<file path="src/rtl/id_ex_buffer.sv">
// ============================================================================
//  Module      : id_ex_buffer
//  Description : ID stage reader of the IF/ID buffer; decodes the 16-bit
//                instruction into the ID/EX register, handles load-use
//                stalls, flushes and a sticky halt.
//  Revision    : 1.0
// ============================================================================
`default_nettype none

module id_ex_buffer (
    input  logic        clk,
    input  logic        rst,
    input  logic        flush,
    input  logic [15:0] instructionBuffIn,
    input  logic [15:0] pcBuffIn,
    input  logic        validIn,
    output logic        stall,
    output logic        halted,
    output logic        validOut,
    output logic [3:0]  opcodeOut,
    output logic [3:0]  op1Out,
    output logic [3:0]  op2Out,
    output logic [3:0]  functOut,
    output logic [15:0] immOut,
    output logic [15:0] pcOut,
    output logic        memReadOut,
    output logic        memWriteOut,
    output logic        regWriteOut,
    output logic        branchOut,
    output logic        jumpOut,
    output logic [15:0] stallCount
);

    localparam logic [3:0] OP_ALU  = 4'b0000;
    localparam logic [3:0] OP_LW   = 4'b1000;
    localparam logic [3:0] OP_SW   = 4'b1011;
    localparam logic [3:0] OP_BEQ  = 4'b0100;
    localparam logic [3:0] OP_BLT  = 4'b0101;
    localparam logic [3:0] OP_BGT  = 4'b0110;
    localparam logic [3:0] OP_JMP  = 4'b1100;
    localparam logic [3:0] OP_HALT = 4'b1111;

    typedef enum logic [0:0] {
        ST_RUN    = 1'b0,
        ST_HALTED = 1'b1
    } state_t;

    typedef struct packed {
        logic        valid;
        logic [3:0]  opcode;
        logic [3:0]  op1;
        logic [3:0]  op2;
        logic [3:0]  funct;
        logic [15:0] imm;
        logic [15:0] pc;
        logic        mem_read;
        logic        mem_write;
        logic        reg_write;
        logic        branch;
        logic        jump;
    } entry_t;

    state_t      state_q, state_d;
    entry_t      entry_q, entry_d;
    entry_t      dec;
    logic [15:0] cnt_q, cnt_d;
    logic        reads_op1;
    logic        reads_op2;
    logic        is_branch;
    logic        hazard;

    // Instruction decode of the incoming IF/ID entry
    always_comb begin
        dec           = '0;
        dec.valid     = validIn;
        dec.opcode    = instructionBuffIn[15:12];
        dec.op1       = instructionBuffIn[11:8];
        dec.op2       = instructionBuffIn[7:4];
        dec.funct     = instructionBuffIn[3:0];
        dec.pc        = pcBuffIn;
        is_branch     = (dec.opcode == OP_BEQ) || (dec.opcode == OP_BLT) ||
                        (dec.opcode == OP_BGT);
        dec.reg_write = (dec.opcode == OP_ALU) || (dec.opcode == OP_LW);
        dec.mem_read  = (dec.opcode == OP_LW);
        dec.mem_write = (dec.opcode == OP_SW);
        dec.branch    = is_branch;
        dec.jump      = (dec.opcode == OP_JMP);
        reads_op1     = (dec.opcode == OP_ALU) || (dec.opcode == OP_SW) || is_branch;
        reads_op2     = (dec.opcode == OP_ALU) || (dec.opcode == OP_LW) ||
                        (dec.opcode == OP_SW);
        if (dec.mem_read || dec.mem_write)
            dec.imm = {{12{instructionBuffIn[3]}}, instructionBuffIn[3:0]};
        else if (is_branch)
            dec.imm = {{8{instructionBuffIn[7]}}, instructionBuffIn[7:0]};
        else if (dec.jump)
            dec.imm = {{4{instructionBuffIn[11]}}, instructionBuffIn[11:0]};
        else
            dec.imm = {12'h000, instructionBuffIn[3:0]};
    end

    // R0 is hard-wired zero, so a load into it never creates a dependence
    assign hazard = entry_q.valid && entry_q.mem_read && (entry_q.op1 != 4'd0) &&
                    validIn &&
                    ((reads_op1 && (dec.op1 == entry_q.op1)) ||
                     (reads_op2 && (dec.op2 == entry_q.op1)));

    always_comb begin
        state_d = state_q;
        entry_d = dec;
        cnt_d   = cnt_q;
        stall   = 1'b0;
        if (flush) begin
            entry_d = '0;
            stall   = (state_q == ST_HALTED);
        end else if (state_q == ST_HALTED) begin
            entry_d = '0;
            stall   = 1'b1;
        end else if (hazard) begin
            entry_d = '0;
            stall   = 1'b1;
            if (cnt_q != 16'hFFFF)
                cnt_d = cnt_q + 16'd1;
        end else if (validIn && (dec.opcode == OP_HALT)) begin
            state_d = ST_HALTED;
        end
    end

    always_ff @(posedge clk) begin
        if (rst) begin
            state_q <= ST_RUN;
            entry_q <= '0;
            cnt_q   <= 16'h0000;
        end else begin
            state_q <= state_d;
            entry_q <= entry_d;
            cnt_q   <= cnt_d;
        end
    end

    assign halted      = (state_q == ST_HALTED);
    assign validOut    = entry_q.valid;
    assign opcodeOut   = entry_q.opcode;
    assign op1Out      = entry_q.op1;
    assign op2Out      = entry_q.op2;
    assign functOut    = entry_q.funct;
    assign immOut      = entry_q.imm;
    assign pcOut       = entry_q.pc;
    assign memReadOut  = entry_q.mem_read;
    assign memWriteOut = entry_q.mem_write;
    assign regWriteOut = entry_q.reg_write;
    assign branchOut   = entry_q.branch;
    assign jumpOut     = entry_q.jump;
    assign stallCount  = cnt_q;

endmodule

`default_nettype wire

</file>
<file path="config.mk">
export PLATFORM = sky130hd
export DESIGN_NAME = id_ex_buffer
export DESIGN_NICKNAME = d
export VERILOG_FILES = /design/src/rtl/id_ex_buffer.sv
export SDC_FILE = /design/constraint.sdc
export NUM_CORES = 1
export LEC_CHECK = 0
export CORE_ASPECT_RATIO = 0.6
export CORE_MARGIN = 2
export CORE_UTILIZATION = 45
export DETAILED_ROUTE_END_ITERATION = 12
export PLACE_DENSITY_LB_ADDON = 0.08
export SYNTH_ARGS = -nofsm -noshare
export SYNTH_HDL_FRONTEND = slang
export SYNTH_SLANG_ARGS = --single-unit
</file>
<file path="constraint.sdc">
create_clock -name clk -period 6.22 [get_ports clk]
set_input_delay 1.244 -clock clk [delete_from_list [all_inputs] [get_ports clk]]
set_output_delay 1.244 -clock clk [all_outputs]
set_load 0.05 [all_outputs]
</file>
### Yosys cells after proc, flatten, opt, wreduce, memory -nomap -nowiden

Index checks and enable logic that the tools add are counted.
Widths: inputs -> output; s select.

* word-level logic and storage cells: 55
* output and inout bits: 72
* bits in registers: 71
* bits of input ports: 36

* muxes and demuxes: 9
* eq/ne operators: 10
* reduce and logical (&&, ||, !) cells: 19
* bitwise operators: 2
* add/sub/neg operators: 1

Operators by type and width (count)
* $mux 16: 3
* $add 16x1->16 const B: 1
* $eq 4x4->1 const B: 4
* $ne 16x16->1 const B: 1
* $eq 4x3->1 const B: 3
* $eq 4x4->1: 2
* $logic_or 1x1->1: 8
* $logic_and 1x1->1: 7
* $mux 1: 6
* $logic_not 4->1: 1
* $reduce_and 4->1: 1
* $reduce_bool 4->1: 1
* $reduce_or 4->1: 1
* $not 1->1: 2

### Depth between registers and ports, before layout

Gate-level depths: netlist of run 1.

* depth after elaboration: 10
* gate-level depth with buffers: 9
* gate-level depth less buffers: 7

### Worst setup path after synthesis of run 1

OpenSTA, ideal clock, no wires.

* path kind: input port to output port
* start: input port instructionBuffIn[12]
* end: output port stall
* path slack: 1764 ps
* arrival time: 3212 ps
* cell stages on the path: 8
* buffers on the path: 3
* cell sequence: buf_6 -> or2_4 -> a211oi_2 -> nand4_2 -> a21o_1 -> buf_6 -> clkbuf_1 -> o21bai_1

* word-level cells in the longest chain between the ends: 10
* elaborated cells between the ends (all ways): 19
* classes of those cells: 5 x eq/ne; 3 x mux; 11 x reduce/logical

RTL lines
* start: declaration: RTL line 14 `input logic [15:0] instructionBuffIn,`
* $eq 4x3->1: RTL line 81 `is_branch = (dec.opcode == OP_BEQ) || (dec.opcode == OP_BLT) ||`
* $logic_or 1x1->1 (2 in series): RTL line 81
* $logic_or 1x1->1: RTL line 88 `reads_op1 = (dec.opcode == OP_ALU) || (dec.opcode == OP_SW) || is_branch;`
* $logic_and 1x1->1: RTL line 104 `((reads_op1 && (dec.op1 == entry_q.op1)) ||`
* $logic_or 1x1->1 *: RTL line 104
* $logic_and 1x1->1 *: RTL line 103 `validIn &&`
* $mux 1 *: RTL line 118 `end else if (hazard) begin`
* $mux 1 *: RTL line 115 `end else if (state_q == ST_HALTED) begin`
* $mux 1 *: RTL line 112 `if (flush) begin`
* end: declaration: RTL line 17 `output logic stall,`

Every way passes the cells marked *; elsewhere a longest branch is shown, timed or not.

### Final worst setup path of run 1

* start: input port instructionBuffIn[13]
* end: output port stall

Same word-level chain as after synthesis.

==> impl_metrics.env, run 1 <==
export IMPL_area_delta_synth_final_pct=50.8
export IMPL_fin_crit_sh=0.802
export IMPL_synthArstFlopShare=0
export IMPL_dpl_hpwl_mm=4.66
export IMPL_ys_flop_type="dfxtp_1"
export IMPL_rsz0062_at_grt="false"
export IMPL_grt_pass1_wl_mm=9.83
export IMPL_synth_edf_count=0
export IMPL_clock_sinks=63
export IMPL_placementRows=20
export IMPL_synth_common_cells="dfxtp_1, and3_1, nor2_1"
export IMPL_yosysTopAreaCell="dfxtp_1"
export IMPL_r2r_start="stallCount[0]"
export IMPL_skew_ps=6.17
export IMPL_clk_pin_slew_worst_paths_ps=60
export IMPL_gp_congestion=0.773
export IMPL_syn_nets=295
export IMPL_ys_seq_elements=63
export IMPL_setup_viol=0
export IMPL_yosys_top_cells_area="dfxtp_1, and3_1, a21oi_1, nor2_1, buf_4"
export IMPL_grt_max_degree=39
export IMPL_io_pin_count=108
export IMPL_drv_slew=0
export IMPL_finalSetupTns_ps=0
export IMPL_wl_per_cell_um=15.0
export IMPL_stdcell_count=427
export IMPL_worstPathRequired_ps=4980
export IMPL_drt_iter0_markers=100
export IMPL_cts_buffers=9
export IMPL_antenna_found_initial=0
export IMPL_power_density_nw_per_um2=252
export IMPL_synth_top_area_share=0.510
export IMPL_dieArea_um2=6130
export IMPL_grt_pass1_vias=1963
export IMPL_cts_resized=0
export IMPL_hold_violations=0
export IMPL_fin_crit_ps=4990
export IMPL_cts_htree_levels=3
export IMPL_wirelength_mm=6.39
export IMPL_cts_tree="built"
export IMPL_io_buffers=107
export IMPL_relSlewSlack=0.470
export IMPL_vias=2215
export IMPL_setup_ws_ps=1230
export IMPL_ir_drop_mv=0.149
export IMPL_seq_area_frac_synth=0.510
export IMPL_rrSetupSlack_ps=3670
export IMPL_clockRootBuffer="clkbuf_8"
export IMPL_netlist_instances=258
export IMPL_ys_types=49
export IMPL_holdCritStartpoint="stallCount[15]"
export IMPL_route_detailed_drc=0
export IMPL_leakage_nw=1.45
export IMPL_syn_area_um2=2470
export IMPL_overflow=0
export IMPL_crit_fanout=11
export IMPL_ys_warn_count=0
export IMPL_outcome="complete, no violations"
export IMPL_synth_most_common_cell="dfxtp_1"
export IMPL_die_y_um=61.4
export IMPL_core_um2=5180
export IMPL_dp_cells=411
export IMPL_cts_setup_buffers=0
export IMPL_grt_util_all_layers=0.211
export IMPL_ant_nets=0
export IMPL_clk_latency_ps=330
export IMPL_cp_data_arrival_time_ps=3740
export IMPL_initial_core_util=0.478
export IMPL_endpoint_kind="output pin"
export IMPL_hold_path_depth=2
export IMPL_ctsHoldBuffers=0
export IMPL_r2r_cells=7
export IMPL_cts_buffer_depth=2
export IMPL_startpoint_type="primary input"
export IMPL_dieWidth_um=99.7
export IMPL_whs_endpoint="stallCount[15]"
export IMPL_antenna_cells=0
export IMPL_drive_above_1_share=0.0831
export IMPL_path_class="in -> out"
export IMPL_first_pass_iters=4
export IMPL_viasPerCell=5.19
export IMPL_postSynthAreaPerCell_um2=9.59
export IMPL_drv_cap=0
export IMPL_worst_slew_pin_slew_ps=793
export IMPL_min_path_type="reg -> reg"
export IMPL_r2r_end="stallCount[7]"
export IMPL_post_place_ws_ps=1260
export IMPL_final_nets=393
export IMPL_max_freq_ghz=0.201
==> stage by stage <==
step                      hold WS [ps]  utilization  power [mW]  instance area [µm²]
after floorplan                    715            -       0.502                 2470
after global placement             487        0.677       0.552                 3510
after detailed placement           506        0.677       0.553                 3510
after CTS                          518        0.721       0.948                 3730
after global routing               545        0.721       0.970                 3730
final                              517        0.721       0.941                 3730
==> critical path: stages <==
cell             delay [ps]
clkdlybuf4s50_1         580
or2_4                   330
a211oi_2                200
nand4_2                 180
a21o_1                  230
o21bai_1                130
clkdlybuf4s50_1         840
==> cell usage in the layout, fill, tap and decap left out, drive strengths merged, types with 2 or more instances in the layout <==
cell / instances
a211oi: 4
a21o: 2
a21oi: 21
and3: 32
buf: 2
bufinv: 2
clkbuf: 13
clkdlybuf4s50: 107
dfxtp: 63
inv: 7
mux2: 2
nand2: 11
nand3: 7
nand3b: 3
nand4: 7
nor2: 22
nor2b: 3
nor3: 3
nor3b: 2
o21ai: 7
o31ai: 6
or3: 5
or4: 5
xnor2: 4
xor2: 5
==> cell type report <==
cell class / instances / area [µm²]
clock buffers: 13 / 159
clock inverters: 3 / 65.1
fillers: 417 / 1450
inverters: 7 / 26.3
multi-input cells: 166 / 1050
flip-flops and latches: 63 / 1260
well taps: 66 / 82.6
repair buffers: 109 / 1090
==> sequential cells by signal, indices dropped and copies added (netlist names) <==
| register | count |
|---|---|
| pcOut | 16 |
| memReadOut | 1 |
| opcodeOut | 4 |
| immOut | 9 |
| stallCount | 16 |
| halted | 1 |
| op1Out | 4 |
| jumpOut | 1 |
| branchOut | 1 |
| validOut | 1 |
| regWriteOut | 1 |
| op2Out | 4 |
| functOut | 3 |
| memWriteOut | 1 |
==> kinds of logic after synthesis <==
group | share of synthesized area
xor gates and xnor gates | 0.0318
adders and majority gates | 0.00910
buffers and inverters | 0.0672
muxes | 0.0147
and+or+nand+nor | 0.251
DFF | 0.510
AOI/OAI and AO/OA | 0.116
==> worst max path at each step <==
stage | start | to | slack [ps] | depth (start not counted)
after global placement | instructionBuffIn[13] | stall | 1290 | 7
after detailed placement | instructionBuffIn[13] | stall | 1260 | 7
after global routing | instructionBuffIn[13] | stall | 1140 | 7
final | instructionBuffIn[13] | stall | 1230 | 7
after floorplan | instructionBuffIn[12] | stall | 1760 | 8
after CTS | instructionBuffIn[13] | stall | 1240 | 7
==> power by group <==
group	switching [mW]	internal, mW	leakage (nW)
Clock	0.149	0.247	0.114
Sequential	0.00471	0.414	0.513
Combinational	0.0744	0.0515	0.818
Total	0.228	0.713	1.45
==> per-layer routing <==
| metal | GRT usage | share of wire | vias to the layer above |
|---|---|---|---|
| li1 | - | - | 1105 |
| met1 | 0.291 | 0.48 | 1012 |
| met2 | 0.306 | 0.41 | 90 |
| met3 | 0.0863 | 0.099 | 8 |
| met4 | 0.0646 | 0.0085 | 0 |
| met5 | 0 | 0 | - |
No activity file was read; power rests on OpenSTA's default activity.
==> run 2, diff against run 1 <==
--- a/config.mk
+++ b/config.mk
@@ -7,7 +7,7 @@
 export LEC_CHECK = 0
 export CORE_ASPECT_RATIO = 0.6
 export CORE_MARGIN = 2
-export CORE_UTILIZATION = 45
+export CORE_UTILIZATION = 38
 export DETAILED_ROUTE_END_ITERATION = 12
 export PLACE_DENSITY_LB_ADDON = 0.08
 export SYNTH_ARGS = -nofsm -noshare
==> constraint.sdc (replaced) <==
create_clock -name clk -period 4.4 [get_ports clk]
set_input_delay 0.88 -clock clk [delete_from_list [all_inputs] [get_ports clk]]
set_output_delay 0.88 -clock clk [all_outputs]
set_load 0.05 [all_outputs]
==> run 2 against run 1 <==
Against the previous run: cell area barely moved; sequential power grew 41%; cell count rose by 4.7%; worst setup slack worse by 550 ps; largest power group unchanged; clock power is 10% higher; combinational power rose by 42%; wire length rose by 0.22%.
==> impl_metrics.env, run 2 (same netlist as run 1, synthesis figures left out) <==
export IMPL_p_switching_mw=0.330
export IMPL_power_density_nw_per_um2=324
export IMPL_placementRows=22
export IMPL_fin_crit_sh=0.844
export IMPL_grt_max_degree=39
export IMPL_drv_slew=0
export IMPL_core_um2=6190
export IMPL_min_path_type="reg -> reg"
export IMPL_dieArea_um2=7200
export IMPL_cp_cell_sequence="clkdlybuf4s50_1, or2_4, a211oi_2, nand4_2, a21o_1, o21bai_1, buf_12"
export IMPL_max_freq_ghz=0.269
export IMPL_io_buffers=107
export IMPL_wirelength_mm=6.40
export IMPL_ant_nets=0
export IMPL_critPathBufInv=2
export IMPL_p_int_mw=0.877
export IMPL_worstPathRequired_ps=3520
export IMPL_grt_pass1_wl_mm=10.2
export IMPL_grt_util_all_layers=0.189
export IMPL_startpoint_type="primary input"
export IMPL_fin_crit_ps=3710
export IMPL_endpoint_kind="output pin"
export IMPL_path_class="in -> out"
export IMPL_layout_common_cells="clkdlybuf4s50_1, dfxtp_1, and3_1, nor2_1, a21oi_1"
export IMPL_fillers=565
export IMPL_worst_slew_pin_slew_ps=547
export IMPL_rrSetupSlack_ps=1970
export IMPL_overflow=0
export IMPL_placedInstanceArea_um2=3560
export IMPL_crit_fanout=11
export IMPL_wl_per_cell_um=14.3
export IMPL_drive_above_1_share=0.0937
export IMPL_cp_slowest_cell="clkdlybuf4s50_1"
export IMPL_setup_viol=0
export IMPL_antenna_cells=0
export IMPL_final_common_cell="clkdlybuf4s50_1"
export IMPL_combPwrFrac=0.148
export IMPL_slowest_delay_ps=590
export IMPL_area_delta_synth_final_pct=50.8
export IMPL_clock_power_share=0.362
export IMPL_ir_drop_mv=0.221
export IMPL_cts_setup_buffers=0
export IMPL_ctsHoldBuffers=0
export IMPL_cp_top_family="buffers and inverters"
export IMPL_cts_htree_levels=3
export IMPL_vias=2176
export IMPL_first_pass_iters=4
export IMPL_rsz0062_at_grt="false"
export IMPL_io_pin_count=108
export IMPL_antenna_found_initial=0
export IMPL_sw_frac_of_total=0.273
export IMPL_cts_buffer_depth=2
export IMPL_drt_iter0_markers=103
export IMPL_clk_latency_ps=330
export IMPL_viasPerCell=4.87
export IMPL_final_nets=395
export IMPL_finalInstanceArea_um2=3730
export IMPL_cts_buffers=9
export IMPL_die_y_um=66.5
export IMPL_route_detailed_drc=0
export IMPL_drv_cap=0
export IMPL_hold_violations=0
export IMPL_initial_core_util=0.400
export IMPL_outcome="complete, no violations"
export IMPL_skew_ps=13.0
export IMPL_pwr_share_seq=0.490
export IMPL_dieWidth_um=108
export IMPL_gp_congestion=0.859
export IMPL_clockRootBuffer="clkbuf_8"
export IMPL_dpl_hpwl_mm=4.73
export IMPL_cp_data_arrival_time_ps=2830
export IMPL_relSlewSlack=0.634
export IMPL_cts_resized=0
export IMPL_cts_tree="built"
export IMPL_finalSetupTns_ps=0
export IMPL_grt_pass1_vias=2047
export IMPL_clk_pin_slew_worst_paths_ps=70
export IMPL_clock_sinks=63
export IMPL_leakage_nw=1.43
run 2: cell count changes in the layout (fill, tap and decap cells not counted):
| cell | previous run | this run |
|---|---|---|
| clkdlybuf4s50_1 | 107 | 106 |
| clkinv_2 | 1 | 2 |
| clkbuf_1 | 2 | 1 |
| clkbuf_8 | 11 | 10 |
| buf_12 | 0 | 1 |
| buf_4 | 2 | 4 |
| clkinvlp_4 | 0 | 2 |
| clkinv_4 | 0 | 1 |
| bufinv_16 | 2 | 0 |
run 2: per-stage QoR:
| stage | setup slack [ps] | total power [mW] | utilization | hold slack [ps] | std cells |
|---|---|---|---|---|---|
| floorplan | 672 | 0.709 | - | 715 | 258 |
| global placement | 761 | 0.782 | 0.574 | 492 | 431 |
| detailed placement | 718 | 0.783 | 0.574 | 494 | 431 |
| CTS | 706 | 1.22 | 0.602 | 506 | 447 |
| global route | 592 | 1.26 | 0.602 | 548 | 447 |
| finish | 689 | 1.21 | 0.602 | 508 | 447 |
run 2: path summary, 6_finish.rpt:
kind,from,end,depth (start not counted)
setup reg to reg,stallCount[0],stallCount[15],7
hold reg to reg,stallCount[13],stallCount[13],2
setup / recovery,instructionBuffIn[13],stall,7
hold / removal,stallCount[13],stallCount[13],2
run 2: power by group through the flow:
stage,logic [mW],clock network [mW],registers [mW]
global route,0.189,0.481,0.593
finish,0.179,0.437,0.591
detailed placement,0.179,0,0.605
global placement,0.178,0,0.604
CTS,0.180,0.451,0.591
floorplan,0.0520,0,0.657
run 2: cell type report:
cell class,instances,area (µm²),area share
clock buffer,11,141,0.0379
inverter,7,26.3,0.00704
clock inverter,5,33.8,0.00905
multi-input combinational,166,1050,0.282
timing repair buffer,111,1110,0.298
tap,84,105,0.0282
sequential,63,1260,0.338
run 2: per-layer routing:
| metal | global-route usage | up-vias | routed length [µm] |
|---|---|---|---|
| li1 | - | 1103 | - |
| met1 | 0.262 | 989 | 3360 |
| met2 | 0.260 | 79 | 2360 |
| met3 | 0.0832 | 5 | 633 |
| met4 | 0.0577 | 0 | 46 |
| met5 | 0 | - | 0 |
run 2: worst reg2reg max path, cell delays in order (launching register included):
cell and delay, ps:
dfxtp_1 370, ha_1 260, nand3_2 140, nor3_2 80, a311o_1 420, or4_4 540, or4_1 410, a21oi_1 150
==> run 3, diff against run 2 <==
==> constraint.sdc (replaced) <==
create_clock -name clk -period 3.2 [get_ports clk]
set_input_delay 0.64 -clock clk [delete_from_list [all_inputs] [get_ports clk]]
set_output_delay 0.64 -clock clk [all_outputs]
set_load 0.05 [all_outputs]
==> run 3 against run 2 <==
Against the previous run: clock power up 79%; critical path type unchanged; register-to-register slack worse by 1200 ps; largest cell class unchanged; largest power group unchanged; cell area up 2.5%.
==> impl_metrics.env, run 3 (same netlist as run 1, synthesis figures left out) <==
export IMPL_grt_util_all_layers=0.194
export IMPL_ir_drop_mv=0.295
export IMPL_hold_path_depth=2
export IMPL_clock_sinks=63
export IMPL_power_mw=1.85
export IMPL_viasPerCell=4.90
export IMPL_use_met2=0.263
export IMPL_drv_cap=0
export IMPL_min_path_type="reg -> reg"
export IMPL_cp_slowest_cell="clkdlybuf4s50_1"
export IMPL_vias=2205
export IMPL_die_y_um=66.5
export IMPL_cp_cell_sequence="clkdlybuf4s50_1, xor2_1, nor4_1, o21ai_2, a21o_1, o21bai_2, buf_12"
export IMPL_route_detailed_drc=0
export IMPL_dieWidth_um=108
export IMPL_skew_ps=5.00
export IMPL_grt_pass1_wl_mm=10.5
export IMPL_startpoint_type="primary input"
export IMPL_power_density_nw_per_um2=484
export IMPL_final_common_cell="clkdlybuf4s50_1"
export IMPL_clk_pin_slew_worst_paths_ps=60
export IMPL_io_buffers=107
export IMPL_drt_iter0_markers=102
export IMPL_cts_resized=0
export IMPL_cts_tree="built"
export IMPL_clk_latency_ps=330
export IMPL_gp_congestion=0.907
export IMPL_placementRows=22
export IMPL_antenna_found_initial=0
export IMPL_ant_nets=0
export IMPL_drive_above_1_share=0.109
export IMPL_r2r_cells=7
export IMPL_path_class="in -> out"
export IMPL_fin_crit_sh=0.962
export IMPL_worst_slew_pin_slew_ps=577
export IMPL_outcome="complete, no violations"
export IMPL_grt_max_degree=39
export IMPL_worstPathRequired_ps=2560
export IMPL_setup_viol=0
export IMPL_core_um2=6190
export IMPL_finalSetupTns_ps=0
export IMPL_cts_htree_levels=3
export IMPL_clockRootBuffer="clkbuf_8"
export IMPL_cts_buffers=9
export IMPL_dieArea_um2=7200
export IMPL_max_freq_ghz=0.325
export IMPL_cts_setup_buffers=0
export IMPL_drv_slew=0
export IMPL_wl_per_cell_um=14.9
export IMPL_ctsHoldBuffers=0
export IMPL_fin_crit_ps=3080
export IMPL_top_usage_layer="met1"
export IMPL_dpl_hpwl_mm=4.95
export IMPL_wirelength_mm=6.72
export IMPL_crit_fanout=4
export IMPL_endpoint_kind="output pin"
export IMPL_cp_data_arrival_time_ps=2440
export IMPL_grt_pass1_vias=2036
export IMPL_slowest_delay_ps=470
export IMPL_hold_violations=0
export IMPL_cts_buffer_depth=2
export IMPL_relSlewSlack=0.614
export IMPL_final_nets=399
export IMPL_initial_core_util=0.400
export IMPL_antenna_cells=0
export IMPL_layout_common_cells="clkdlybuf4s50_1, dfxtp_1, and3_1, nor2_1, a21oi_1"
export IMPL_area_delta_synth_final_pct=54.5
export IMPL_use_met1=0.278
export IMPL_overflow=0
export IMPL_first_pass_iters=4
export IMPL_grt_use_met3=0.0802
export IMPL_io_pin_count=108
export IMPL_leakage_nw=1.49
export IMPL_rsz0062_at_grt="false"
-- run 3: report_power, final --
part           internal [mW]  leakage [nW]  switching [mW]  total [mW]
clock network          0.497         0.118           0.287       0.784
logic                  0.105         0.859           0.148       0.253
registers              0.805         0.513         0.00864       0.814
total                   1.41          1.49           0.444        1.85
-- run 3: final timing paths --
check | end | from | slack, ps
max | stall | instructionBuffIn[10] | 120
min | stallCount[13] | stallCount[13] | 500
max reg2reg | stallCount[13] | stallCount[0] | 780
min reg2reg | stallCount[13] | stallCount[13] | 500
-- run 3: per-layer routing --
layer,share of wire,routed length (µm),vias up
li1,-,-,1113
met1,0.49,3280,1000
met2,0.40,2650,88
met3,0.11,737,4
met4,0.0057,38,0
met5,0,0,-
-- run 3: through the flow --
| stage | cells | hold slack (ps) | util | worst slack, ps | area (µm²) |
|---|---|---|---|---|---|
| after floorplan | 258 | 715 | - | 241 | 2480 |
| after global placement | 435 | 482 | 0.580 | 162 | 3590 |
| after detailed placement | 435 | 491 | 0.580 | 76.9 | 3590 |
| after CTS | 450 | 500 | 0.617 | 72.2 | 3820 |
| after global routing | 450 | 529 | 0.617 | 64.2 | 3820 |
| final | 450 | 503 | 0.617 | 123 | 3820 |
-- run 3: critical path: cells and delay by family --
kind / cells / cell delay [ps]
AOI/OAI and AO/OA: 3 / 560
xor gates and xnor gates: 1 / 190
buffers and inverters: 2 / 630
and+or+nand+nor: 1 / 420
-- run 3: cell type report --
type                            instances  area, µm²
Sequential cell                        63       1260
Fill cell                             562       2370
Inverter                                7       26.3
Clock inverter                          3       65.1
Clock buffer                           12        165
Multi-Input combinational cell        166       1060
Tap cell                               84        105
Timing Repair Buffer                  115       1140
